### src/rtl/frac_clken_pkg.sv
// frac_clken_pkg: shared widths, the config record and helper functions for
// the fractional clock-enable generator.
package frac_clken_pkg;

  // Default accumulator / MULT / DIV width.
  localparam int unsigned W_DEFAULT = 16;
  // Largest supported channel count.
  localparam int unsigned NCH_MAX   = 16;
  // The pending-config record is sized for the default width; W must not exceed it.
  localparam int unsigned CFG_W     = W_DEFAULT;

  // Ceiling log2, 0 for n<=1.
  function automatic int unsigned clog2(input int unsigned n);
    int unsigned r;
    r = 0;
    for (int i = 0; i < 32; i++) begin
      if ((64'd1 << i) < 64'(n)) r = 32'(i + 1);
    end
    return r;
  endfunction

  // Channel-select width; never zero so a single-channel build still has a port.
  function automatic int unsigned chan_w(input int unsigned nch);
    return (clog2(nch) == 0) ? 1 : clog2(nch);
  endfunction

  localparam int unsigned CHAN_W = clog2(NCH_MAX);

  // One configuration request as held in the pending slot.
  typedef struct packed {
    logic [CHAN_W-1:0] chan;
    logic [CFG_W-1:0]  mult;
    logic [CFG_W-1:0]  div;
  } cfg_t;

  // A request is usable only with a non-zero DIV, MULT<=DIV and an existing channel.
  function automatic logic cfg_is_valid(input logic [CFG_W-1:0] mult,
                                        input logic [CFG_W-1:0] div,
                                        input int unsigned      chan,
                                        input int unsigned      nch);
    return (div != '0) && (mult <= div) && (chan < nch);
  endfunction

endpackage

### src/rtl/frac_clken_chan.sv
// frac_clken_chan: one phase-accumulator channel producing registered
// one-cycle enable pulses at average rate MULT/DIV of the clock.
// Optional feature macro: FRAC_CLKEN_TOGGLE_EN adds the o_tgl square-wave output.
module frac_clken_chan
  import frac_clken_pkg::*;
#(
  parameter int unsigned W          = W_DEFAULT,
  parameter int unsigned RESET_MULT = 1,
  parameter int unsigned RESET_DIV  = 4
) (
  input  logic         clk,
  input  logic         rst_n,
  input  logic         i_apply,
  input  logic [W-1:0] i_mult,
  input  logic [W-1:0] i_div,
  output logic         o_ce,
  output logic         o_wrap_c,
  output logic         o_mult_zero_c
`ifdef FRAC_CLKEN_TOGGLE_EN
  ,
  output logic         o_tgl
`endif
);

  logic [W-1:0] r_acc;
  logic [W-1:0] r_mult;
  logic [W-1:0] r_div;
  logic         r_ce;
  logic [W:0]   w_sum;
  logic         w_wrap;

  // One extra bit keeps acc+mult exact; acc<div and mult<=div bound it below 2*div.
  assign w_sum         = {1'b0, r_acc} + {1'b0, r_mult};
  assign w_wrap        = (r_mult != '0) && (w_sum >= {1'b0, r_div});
  assign o_wrap_c      = w_wrap;
  assign o_mult_zero_c = (r_mult == '0);
  assign o_ce          = r_ce;

  // Accumulator step; an apply reloads MULT/DIV and restarts the phase after the old wrap.
  always_ff @(posedge clk) begin
    if (!rst_n) begin
      r_acc  <= '0;
      r_mult <= W'(RESET_MULT);
      r_div  <= W'(RESET_DIV);
      r_ce   <= 1'b0;
    end else begin
      r_ce <= w_wrap;
      if (i_apply) begin
        r_acc  <= '0;
        r_mult <= i_mult;
        r_div  <= i_div;
      end else if (r_mult != '0) begin
        r_acc <= w_wrap ? W'(w_sum - {1'b0, r_div}) : W'(w_sum);
      end
    end
  end

`ifdef FRAC_CLKEN_TOGGLE_EN
  logic r_tgl;

  assign o_tgl = r_tgl;

  // Half-rate square wave: flips on each enable pulse, restarts low on a config apply.
  always_ff @(posedge clk) begin
    if (!rst_n) begin
      r_tgl <= 1'b0;
    end else if (i_apply) begin
      r_tgl <= 1'b0;
    end else if (w_wrap) begin
      r_tgl <= ~r_tgl;
    end
  end
`endif

endmodule

### src/rtl/frac_clken_gen.sv
// frac_clken_gen: multi-channel fractional clock-enable generator with a
// single-slot runtime reconfiguration port; new MULT/DIV land at a channel wrap.
// Optional feature macro: FRAC_CLKEN_TOGGLE_EN adds clk_tgl[NCH-1:0].
module frac_clken_gen
  import frac_clken_pkg::*;
#(
  parameter int unsigned NCH        = 4,
  parameter int unsigned W          = W_DEFAULT,
  parameter int unsigned RESET_MULT = 1,
  parameter int unsigned RESET_DIV  = 4
) (
  input  logic                   clkin,
  input  logic                   rst_n,
  input  logic                   cfg_valid,
  output logic                   cfg_ready,
  input  logic [chan_w(NCH)-1:0] cfg_chan,
  input  logic [W-1:0]           cfg_mult,
  input  logic [W-1:0]           cfg_div,
  output logic                   cfg_err,
  output logic                   cfg_pending,
  output logic [NCH-1:0]         ce
`ifdef FRAC_CLKEN_TOGGLE_EN
  ,
  output logic [NCH-1:0]         clk_tgl
`endif
);

  cfg_t           r_slot;
  logic           r_pend;
  logic           r_ready;
  logic           r_err;

  cfg_t           w_req;
  logic           w_req_ok;
  logic           w_xfer;
  logic           w_hit;
  logic [NCH-1:0] w_wrap;
  logic [NCH-1:0] w_mult_zero;
  logic [NCH-1:0] w_apply;

  assign cfg_ready   = r_ready;
  assign cfg_err     = r_err;
  assign cfg_pending = r_pend;

  // Incoming request as a record, and its validity.
  assign w_req    = '{chan: CHAN_W'(cfg_chan), mult: CFG_W'(cfg_mult), div: CFG_W'(cfg_div)};
  assign w_req_ok = cfg_is_valid(CFG_W'(cfg_mult), CFG_W'(cfg_div), 32'(cfg_chan), NCH);
  assign w_xfer   = cfg_valid && r_ready;
  assign w_hit    = |w_apply;

  // Pending slot and handshake: apply frees the slot, a transfer fills it or flags an error.
  always_ff @(posedge clkin) begin
    if (!rst_n) begin
      r_slot  <= '0;
      r_pend  <= 1'b0;
      r_ready <= 1'b1;
      r_err   <= 1'b0;
    end else begin
      r_err <= 1'b0;
      if (w_hit) begin
        r_pend  <= 1'b0;
        r_ready <= 1'b1;
      end else if (w_xfer) begin
        if (w_req_ok) begin
          r_slot  <= w_req;
          r_pend  <= 1'b1;
          r_ready <= 1'b0;
        end else begin
          r_err <= 1'b1;
        end
      end
    end
  end

  // Channel array; the pending config targets exactly one channel.
  for (genvar g = 0; g < NCH; g++) begin : g_chan
    // Apply at the target's wrap, or at once if the target is disabled.
    assign w_apply[g] = r_pend && (r_slot.chan == CHAN_W'(g)) &&
                        (w_wrap[g] || w_mult_zero[g]);

    frac_clken_chan #(
      .W          (W),
      .RESET_MULT (RESET_MULT),
      .RESET_DIV  (RESET_DIV)
    ) u_chan (
      .clk           (clkin),
      .rst_n         (rst_n),
      .i_apply       (w_apply[g]),
      .i_mult        (W'(r_slot.mult)),
      .i_div         (W'(r_slot.div)),
      .o_ce          (ce[g]),
      .o_wrap_c      (w_wrap[g]),
      .o_mult_zero_c (w_mult_zero[g])
`ifdef FRAC_CLKEN_TOGGLE_EN
      ,
      .o_tgl         (clk_tgl[g])
`endif
    );
  end

endmodule

### config.mk
export PLATFORM = sky130hd
export DESIGN_NAME = frac_clken_gen
export DESIGN_NICKNAME = d
export VERILOG_FILES = /design/src/rtl/frac_clken_pkg.sv /design/src/rtl/frac_clken_chan.sv /design/src/rtl/frac_clken_gen.sv
export SDC_FILE = /design/constraint.sdc
export NUM_CORES = 1
export LEC_CHECK = 0
export ABC_AREA = 0
export CAP_MARGIN = 20
export CELL_PAD_IN_SITES_DETAIL_PLACEMENT = 2
export CELL_PAD_IN_SITES_GLOBAL_PLACEMENT = 2
export CORE_MARGIN = 3
export CORE_UTILIZATION = 42
export CTS_CLUSTER_DIAMETER = 80
export CTS_CLUSTER_SIZE = 25
export DETAILED_ROUTE_END_ITERATION = 6
export PLACE_DENSITY = 0.92
export SLEW_MARGIN = 5
export SYNTH_ARGS = -nofsm -noshare
export SYNTH_HDL_FRONTEND = slang
export SYNTH_SLANG_ARGS = --single-unit
### constraint.sdc
create_clock -name clkin -period 9 [get_ports clkin]
set_input_delay 2.25 -clock clkin [delete_from_list [all_inputs] [get_ports clkin]]
set_output_delay 2.25 -clock clkin [all_outputs]
set_load 0.02 [all_outputs]
==> results.py, run 1 <==
metrics = {
    "status": {
        "status": "finished clean",
    },
    "clock_network": {
        "cts_tree": "done",
        "htreeDepth": 1,
        "post_cts_buffers": 0,
        "cts-root-buf": "clkbuf_16",
        "worstSkewPairLatency_ns": 0.61,
        "cts_hold_buf": 0,
        "path_clk_slew_ns": 0.12,
        "cts_sinks": 233,
        "clk_path_buf_depth": 3,
        "cts-buffers-inserted": 23,
        "post_cts_resized": 0,
    },
    "synth": {
        "syn_nets": 2038,
        "ys_warn_count": 0,
        "seq_area_frac_synth": 0.294,
        "ys_ff_latch": 233,
        "syn_area_per_cell_um2": 8.59,
        "synth_cells": 1849,
        "synth_edf_count": 0,
        "synth_cell_types": 75,
        "async_flop_share": 0,
        "synth_flop_cell": "dfxtp_1",
        "syn_area_um2": 15900,
    },
    "floorplan": {
        "dieHeight_um": 200,
        "dieArea_um2": 40200,
        "die_w_um": 200,
        "rows": 70,
        "start_util": 0.430,
        "io_pins": 44,
        "core-area_um2": 37000,
    },
    "placement": {
        "pre_cts_ws_ns": 2.64,
        "portBuffers": 43,
        "gp_congestion": 0.884,
        "dp_hpwl_mm": 48.3,
        "dp.cells": 2333,
    },
    "critical_path": {
        "worst-endpoint-arrival_ns": 8.23,
        "cp_max_fo": 25,
        "path_class": "register to register",
        "crit_path_end_kind": "register",
        "worstSetupStartpointType": "register",
        "crit_required_ns": 9.43,
    },
    "detailed_routing": {
        "wl_mm": 81.8,
        "drc": 0,
        "antenna_left": 0,
        "avgRoutedWirePerCell_um": 34.4,
        "first_iter_violations": 1471,
        "vias_per_cell": 6.84,
        "firstDrtPassIters": 7,
        "num_vias": 16300,
    },
    "finish": {
        "stdcell_count": 2376,
        "n_antenna_cell": 0,
        "nets": 2045,
        "layout-drive-gt1-share": 0.0454,
        "area_growth_pct": 10.3,
    },
    "sta": {
        "hold_viol": 0,
        "maxSlewHeadroom": 0.196,
        "finClkSkew_ns": 0.0709,
        "final.period_utilization": 0.866,
        "finalWorstSetupSlack_ns": 1.20,
        "rsz0062_at_grt": "false",
        "fmax_mhz": 128,
        "drv_slew": 0,
        "fin_setup_tns_ns": 0,
        "finalSetupViolations": 0,
        "max_slew.worst_pin.slew_ns": 1.17,
        "post-route-min-period_ns": 7.80,
    },
    "grt": {
        "antenna_found_initial": 6,
        "overflow": 0,
        "grt_pass1_vias": 17900,
        "grt_max_degree": 98,
        "grt_usage": 0.367,
        "grt_pass1_wl_mm": 115,
    },
    "pwr": {
        "p_per_area_nw_per_um2": 384,
        "leakage_nw": 8.11,
        "combPwrFrac": 0.598,
        "netSwitchingPower_mw": 3.49,
        "power_frac_clock": 0.169,
        "power.total_mw": 6.72,
        "ir_drop_mv": 0.279,
        "p_int_mw": 3.23,
        "p_seq_frac": 0.233,
        "swShare": 0.519,
    },
    "min_path": {
        "hp-class": "register to register",
    },
    "run": {
        "cap_viol_max_count": 0,
    },
}
area by class of cell:
class / count / area, um^2
fillers: 4001 / 19500
inverters: 120 / 450
repair buffers: 59 / 561
multi-input cells: 1419 / 10400
flip-flops and latches: 233 / 4660
clock buffers: 27 / 611
clock inverters: 14 / 223
well taps: 504 / 631
through the flow:
| step | hold WS [ns] | cell area, um^2 | util |
|---|---|---|---|
| after floorplan | 0.436 | 15900 | - |
| after global placement | 0.445 | 16600 | 0.450 |
| after detailed placement | 0.466 | 16700 | 0.451 |
| after CTS | 0.489 | 17500 | 0.473 |
| after global routing | 0.524 | 17500 | 0.474 |
| final | 0.499 | 17500 | 0.474 |
state kept, by name, summed over array words and instances, names as in the netlist:
signal / count
cfg_pending: 1
g_chan.u_chan.r_acc: 64
r_slot: 34
g_chan.u_chan.r_div: 64
g_chan.u_chan.r_mult: 64
cfg_err: 1
g_chan.u_chan.o_ce: 4
cfg_ready: 1
cell families (layout without fill, tap and decap cells):
| kind of cell | Yosys count | in the layout | synth area share |
|---|---|---|---|
| xor+xnor | 79 | 79 | 0.0436 |
| mux | 186 | 186 | 0.117 |
| compound gates | 407 | 407 | 0.180 |
| simple gates | 595 | 595 | 0.188 |
| buf+inv | 197 | 220 | 0.0537 |
| flops | 233 | 233 | 0.294 |
| fa+ha+maj | 152 | 152 | 0.124 |
layout by cell type (no fill, tap or decap), drive strengths merged, types with 12 or more instances in the layout:
master,instances
nor2b,134
dfxtp,233
a311oi,20
or3,16
o21ai,67
nand2,165
a211oi,45
a31oi,12
clkbuf,27
and4,12
a21o,27
buf,16
nor2,116
ha,144
o211ai,27
and3,14
clkdlybuf4s50,42
nand3,33
xnor2,58
o21a,28
nor4,26
nand4,14
mux2i,183
a21oi,88
xor2,21
o21bai,15
inv,128
nor3,30
power by group through the flow:
| stage | Clock [mW] | Combinational, mW | Sequential (mW) |
|---|---|---|---|
| detailed placement | 0 | 3.54 | 1.54 |
| global placement | 0 | 3.22 | 1.52 |
| finish | 1.14 | 4.02 | 1.56 |
| floorplan | 0 | 2.58 | 1.36 |
| CTS | 1.14 | 3.78 | 1.53 |
| global route | 1.17 | 4.22 | 1.56 |
synthesized netlist by cell type, types with 9 or more instances:
master,number,share of area
dfxtp_1,233,0.29
mux2i_1,183,0.12
nand2_1,164,0.039
ha_1,144,0.11
nor2b_1,134,0.053
inv_1,120,0.028
nor2_1,116,0.027
a21oi_1,88,0.028
o21ai_0,64,0.020
xnor2_1,58,0.032
clkbuf_1,50,0.012
a211oi_1,45,0.021
nand3_1,33,0.010
nor3_1,30,0.0095
o21a_1,28,0.013
a21o_1,27,0.013
o211ai_1,27,0.013
nor4_1,26,0.010
xor2_1,21,0.012
a311oi_1,20,0.011
or3_1,16,0.0063
o21bai_1,15,0.0071
and3_1,14,0.0055
nand4_1,14,0.0055
a31oi_1,12,0.0047
and4_1,12,0.0066
buf_2,10,0.0032
buf_4,10,0.0047
and2_1,9,0.0035
nand2b_1,9,0.0035
final timing paths:
check | start | to | slack, ns | depth (start not counted)
worst min-delay path | g_chan[0].u_chan.r_acc[2]$_SDFFE_PP0P_ | g_chan[0].u_chan.r_acc[2]$_SDFFE_PP0P_ | 0.50 | 2
worst max-delay path | g_chan[3].u_chan.r_mult[0]$_SDFFE_PN1N_ | g_chan[3].u_chan.r_acc[15]$_SDFFE_PP0P_ | 1.20 | 18
worst min register to register | g_chan[0].u_chan.r_acc[2]$_SDFFE_PP0P_ | g_chan[0].u_chan.r_acc[2]$_SDFFE_PP0P_ | 0.50 | 2
worst max register to register | g_chan[3].u_chan.r_mult[0]$_SDFFE_PN1N_ | g_chan[3].u_chan.r_acc[15]$_SDFFE_PP0P_ | 1.20 | 18
routing by layer:
layer  track usage  up-vias  wire, um
li1              -     6631         -
met1         0.410     8073     29500
met2         0.636     1061     38900
met3        0.0704      486      6220
met4         0.242        8      7160
met5             0        -        54
critical path, stage by stage (launching register included):
cell and delay (ns):
dfxtp_1 0.37, ha_1 0.28, fa_1 0.48, a211o_1 0.35, a2111oi_0 1.01, o21ai_0 0.46, a21o_1 0.29, a21oi_1 0.18
xnor2_1 0.19, ha_1 0.36, and4_1 0.28, nand2_1 0.15, a31oi_1 0.13, o31a_1 0.30, a21oi_1 0.40, a311o_2 0.56
buf_4 0.51, nand2_1 0.60, o22ai_1 0.66
Power figures use the tool's default switching activity.
==> inputs of run 2 (changes only) <==
Settings changed: ABC_AREA 0 to 1, CORE_UTILIZATION 42 to 39, PLACE_DENSITY 0.92 to 0.93, SLEW_MARGIN 5 to not set.
==> results.py, run 2 <==
metrics = {
    "status": {
        "status": "finished clean",
    },
    "critical_path": {
        "path_class": "register to register",
        "critical-path-top-delay-family": "simple AND/OR/NAND/NOR gates",
        "path_common_cell": "nand2_1",
        "slowest_stage": "nor2_8",
        "worstSetupStartpointType": "register",
        "worst-endpoint-arrival_ns": 6.15,
        "cp_num_buf_inv": 2,
        "cp_max_fo": 68,
        "slowest_delay_ns": 0.82,
        "crit_required_ns": 9.46,
        "crit_path_end_kind": "register",
    },
    "sta": {
        "rsz0062_at_grt": "false",
        "finClkSkew_ns": 0.0411,
        "hold_viol": 0,
        "post-route-min-period_ns": 5.68,
        "fmax_mhz": 176,
        "maxSlewHeadroom": 0.319,
        "fin_setup_tns_ns": 0,
        "finalSetupViolations": 0,
        "max_slew.worst_pin.slew_ns": 1.02,
        "whs_ns": 0.489,
        "final.period_utilization": 0.632,
        "drv_slew": 0,
    },
    "pwr": {
        "p_int_mw": 3.22,
        "p_per_area_nw_per_um2": 417,
        "power_frac_clock": 0.133,
        "power.total_mw": 7.22,
        "leakage_nw": 8.57,
        "p_seq_frac": 0.214,
        "ir_drop_mv": 0.234,
        "netSwitchingPower_mw": 4.00,
        "combPwrFrac": 0.654,
        "swShare": 0.554,
    },
    "synth": {
        "synth_adder_area_share": 0.123,
        "syn_nets": 2521,
        "yosys.area_share.xor_xnor": 0.0520,
        "synthSimpleGateAreaFrac": 0.277,
        "syn_area_per_cell_um2": 6.86,
        "synth_edf_count": 0,
        "seq_area_frac_synth": 0.292,
        "ys_warn_count": 0,
        "syn_area_um2": 16000,
        "synth_cells": 2332,
        "ys_ff_latch": 233,
        "synth_top_family_by_area": "simple AND/OR/NAND/NOR gates",
        "synth_flop_cell": "dfxtp_1",
        "synth_most_common_cell": "nand2_1",
        "synth_area_leaders": "dfxtp_1, nand2_1, ha_1",
        "synth_cell_types": 54,
        "synth.largest_area_cell": "dfxtp_1",
        "async_flop_share": 0,
        "synth.area.mux_share": 0,
        "synth_compound_area_frac": 0.156,
        "synthTopCellsByCount": "nand2_1, inv_1, nor2_1",
        "netlist.area_leader.share": 0.292,
    },
    "floorplan": {
        "die_w_um": 208,
        "io_pins": 44,
        "rows": 73,
        "start_util": 0.399,
        "dieHeight_um": 208,
        "core-area_um2": 40100,
        "dieArea_um2": 43500,
    },
    "clock_network": {
        "cts_hold_buf": 0,
        "htreeDepth": 1,
        "cts-root-buf": "clkbuf_16",
        "clk_path_buf_depth": 3,
        "cts_sinks": 233,
        "post_cts_buffers": 0,
        "cts-buffers-inserted": 19,
        "cts_tree": "done",
        "post_cts_resized": 0,
        "path_clk_slew_ns": 0.10,
        "worstSkewPairLatency_ns": 0.57,
    },
    "grt": {
        "grt_pass1_wl_mm": 111,
        "antenna_found_initial": 4,
        "grt_usage": 0.324,
        "grt_max_degree": 87,
        "overflow": 0,
        "grt_pass1_vias": 18800,
    },
    "detailed_routing": {
        "drc": 0,
        "firstDrtPassIters": 6,
        "num_vias": 16600,
        "antenna_left": 0,
        "wl_mm": 72.7,
        "avgRoutedWirePerCell_um": 25.4,
        "vias_per_cell": 5.80,
        "first_iter_violations": 1167,
    },
    "placement": {
        "dp_hpwl_mm": 51.9,
        "dp.cells": 2826,
        "gp_congestion": 0.887,
        "portBuffers": 43,
    },
    "finish": {
        "layout-drive-gt1-share": 0.0540,
        "regArea_um2": 4660,
        "layout_common_cells": "nand2_1, inv_1, nor2_1",
        "layout.cells.most_common": "nand2_1",
        "area_growth_pct": 8.37,
        "nets": 2511,
        "multiInputGateArea_um2": 9730,
        "num-fill-cells": 4716,
        "top_regs": "g_chan.u_chan.r_acc: 64 flops, g_chan.u_chan.r_div: 64 flops, g_chan.u_chan.r_mult: 64 flops",
        "stdcell_count": 2863,
    },
    "run": {
        "cap_viol_max_count": 0,
    },
    "min_path": {
        "hp-class": "register to register",
    },
}
==> run 2: metrics by stage <==
step	instance area, um^2	util	setup slack (ns)
after CTS	17300	0.432	3.43
final	17300	0.432	3.32
after detailed placement	16600	0.415	3.56
after global routing	17300	0.432	2.97
after floorplan	16000	-	5.00
after global placement	16600	0.415	4.05
==> run 2: cell families (layout without fill, tap and decap cells) <==
group	after synthesis	in the layout
AOI/OAI and AO/OA	430	430
DFF	233	233
xor gates and xnor gates	95	95
buffers and inverters	380	382
and+or+nand+nor	1042	1042
adders and majority gates	152	152
other	0	4
==> run 2: worst reg2reg max path: stages, from the launching register on <==
cell and delay [ns]:
dfxtp_1 0.36, ha_1 0.26, fa_1 0.44, nand3_1 0.10, nand2_1 0.13, nand2_1 0.10
nand2_1 0.09, nand2_1 0.11, nand2_1 0.11, nand2_1 0.10, nand2_1 0.07, xor2_1 0.21
inv_1 0.07, ha_1 0.38, a21o_1 0.23, nand2_1 0.05, nand2_1 0.05, nor2_1 0.19
nand2_1 0.11, nand2_1 0.14, nand3_2 0.24, nand2_2 0.11, buf_4 0.44, nand2_2 0.21
nor2_8 0.82, nand3_1 0.24, nand2_1 0.16, nor2_1 0.06
==> run 2: power groups by stage <==
stage	Clock (mW)	Combinational (mW)	Sequential (mW)
CTS	0.965	4.64	1.53
global placement	0	4.04	1.52
global route	1.00	5.15	1.55
detailed placement	0	4.49	1.54
floorplan	0	3.22	1.40
finish	0.957	4.72	1.54
==> run 2: path summary, 6_finish.rpt <==
check                                                             start                                 endpoint  slack, ns  cells after the start
worst max-delay path            g_chan[0].u_chan.r_mult[0]$_SDFFE_PN1P_                  r_slot[21]$_SDFFE_PN0P_       3.32                     27
worst min-delay path            g_chan[3].u_chan.r_div[11]$_SDFFE_PN0N_  g_chan[3].u_chan.r_div[11]$_SDFFE_PN0N_       0.49                      2
worst max register to register  g_chan[0].u_chan.r_mult[0]$_SDFFE_PN1P_                  r_slot[21]$_SDFFE_PN0P_       3.32                     27
worst min register to register  g_chan[3].u_chan.r_div[11]$_SDFFE_PN0N_  g_chan[3].u_chan.r_div[11]$_SDFFE_PN0N_       0.49                      2
==> run 2: layout make-up <==
| cell class | instances | share of cell area |
|---|---|---|
| inverters | 303 | 0.0661 |
| diodes | 4 | 0.000578 |
| clock inverters | 12 | 0.0103 |
| flip-flops and latches | 233 | 0.269 |
| clock buffers | 21 | 0.0284 |
| multi-input cells | 1719 | 0.561 |
| repair buffers | 46 | 0.0260 |
| well taps | 525 | 0.0379 |
==> run 2: layer usage <==
metal / GRT usage / share of wire / up-vias / wire length (um)
li1: - / - / 7549 / -
met1: 0.380 / 0.40 / 8353 / 29400
met2: 0.590 / 0.51 / 514 / 37000
met3: 0.0502 / 0.046 / 198 / 3360
met4: 0.125 / 0.040 / 4 / 2910
met5: 0 / 0.00037 / - / 27
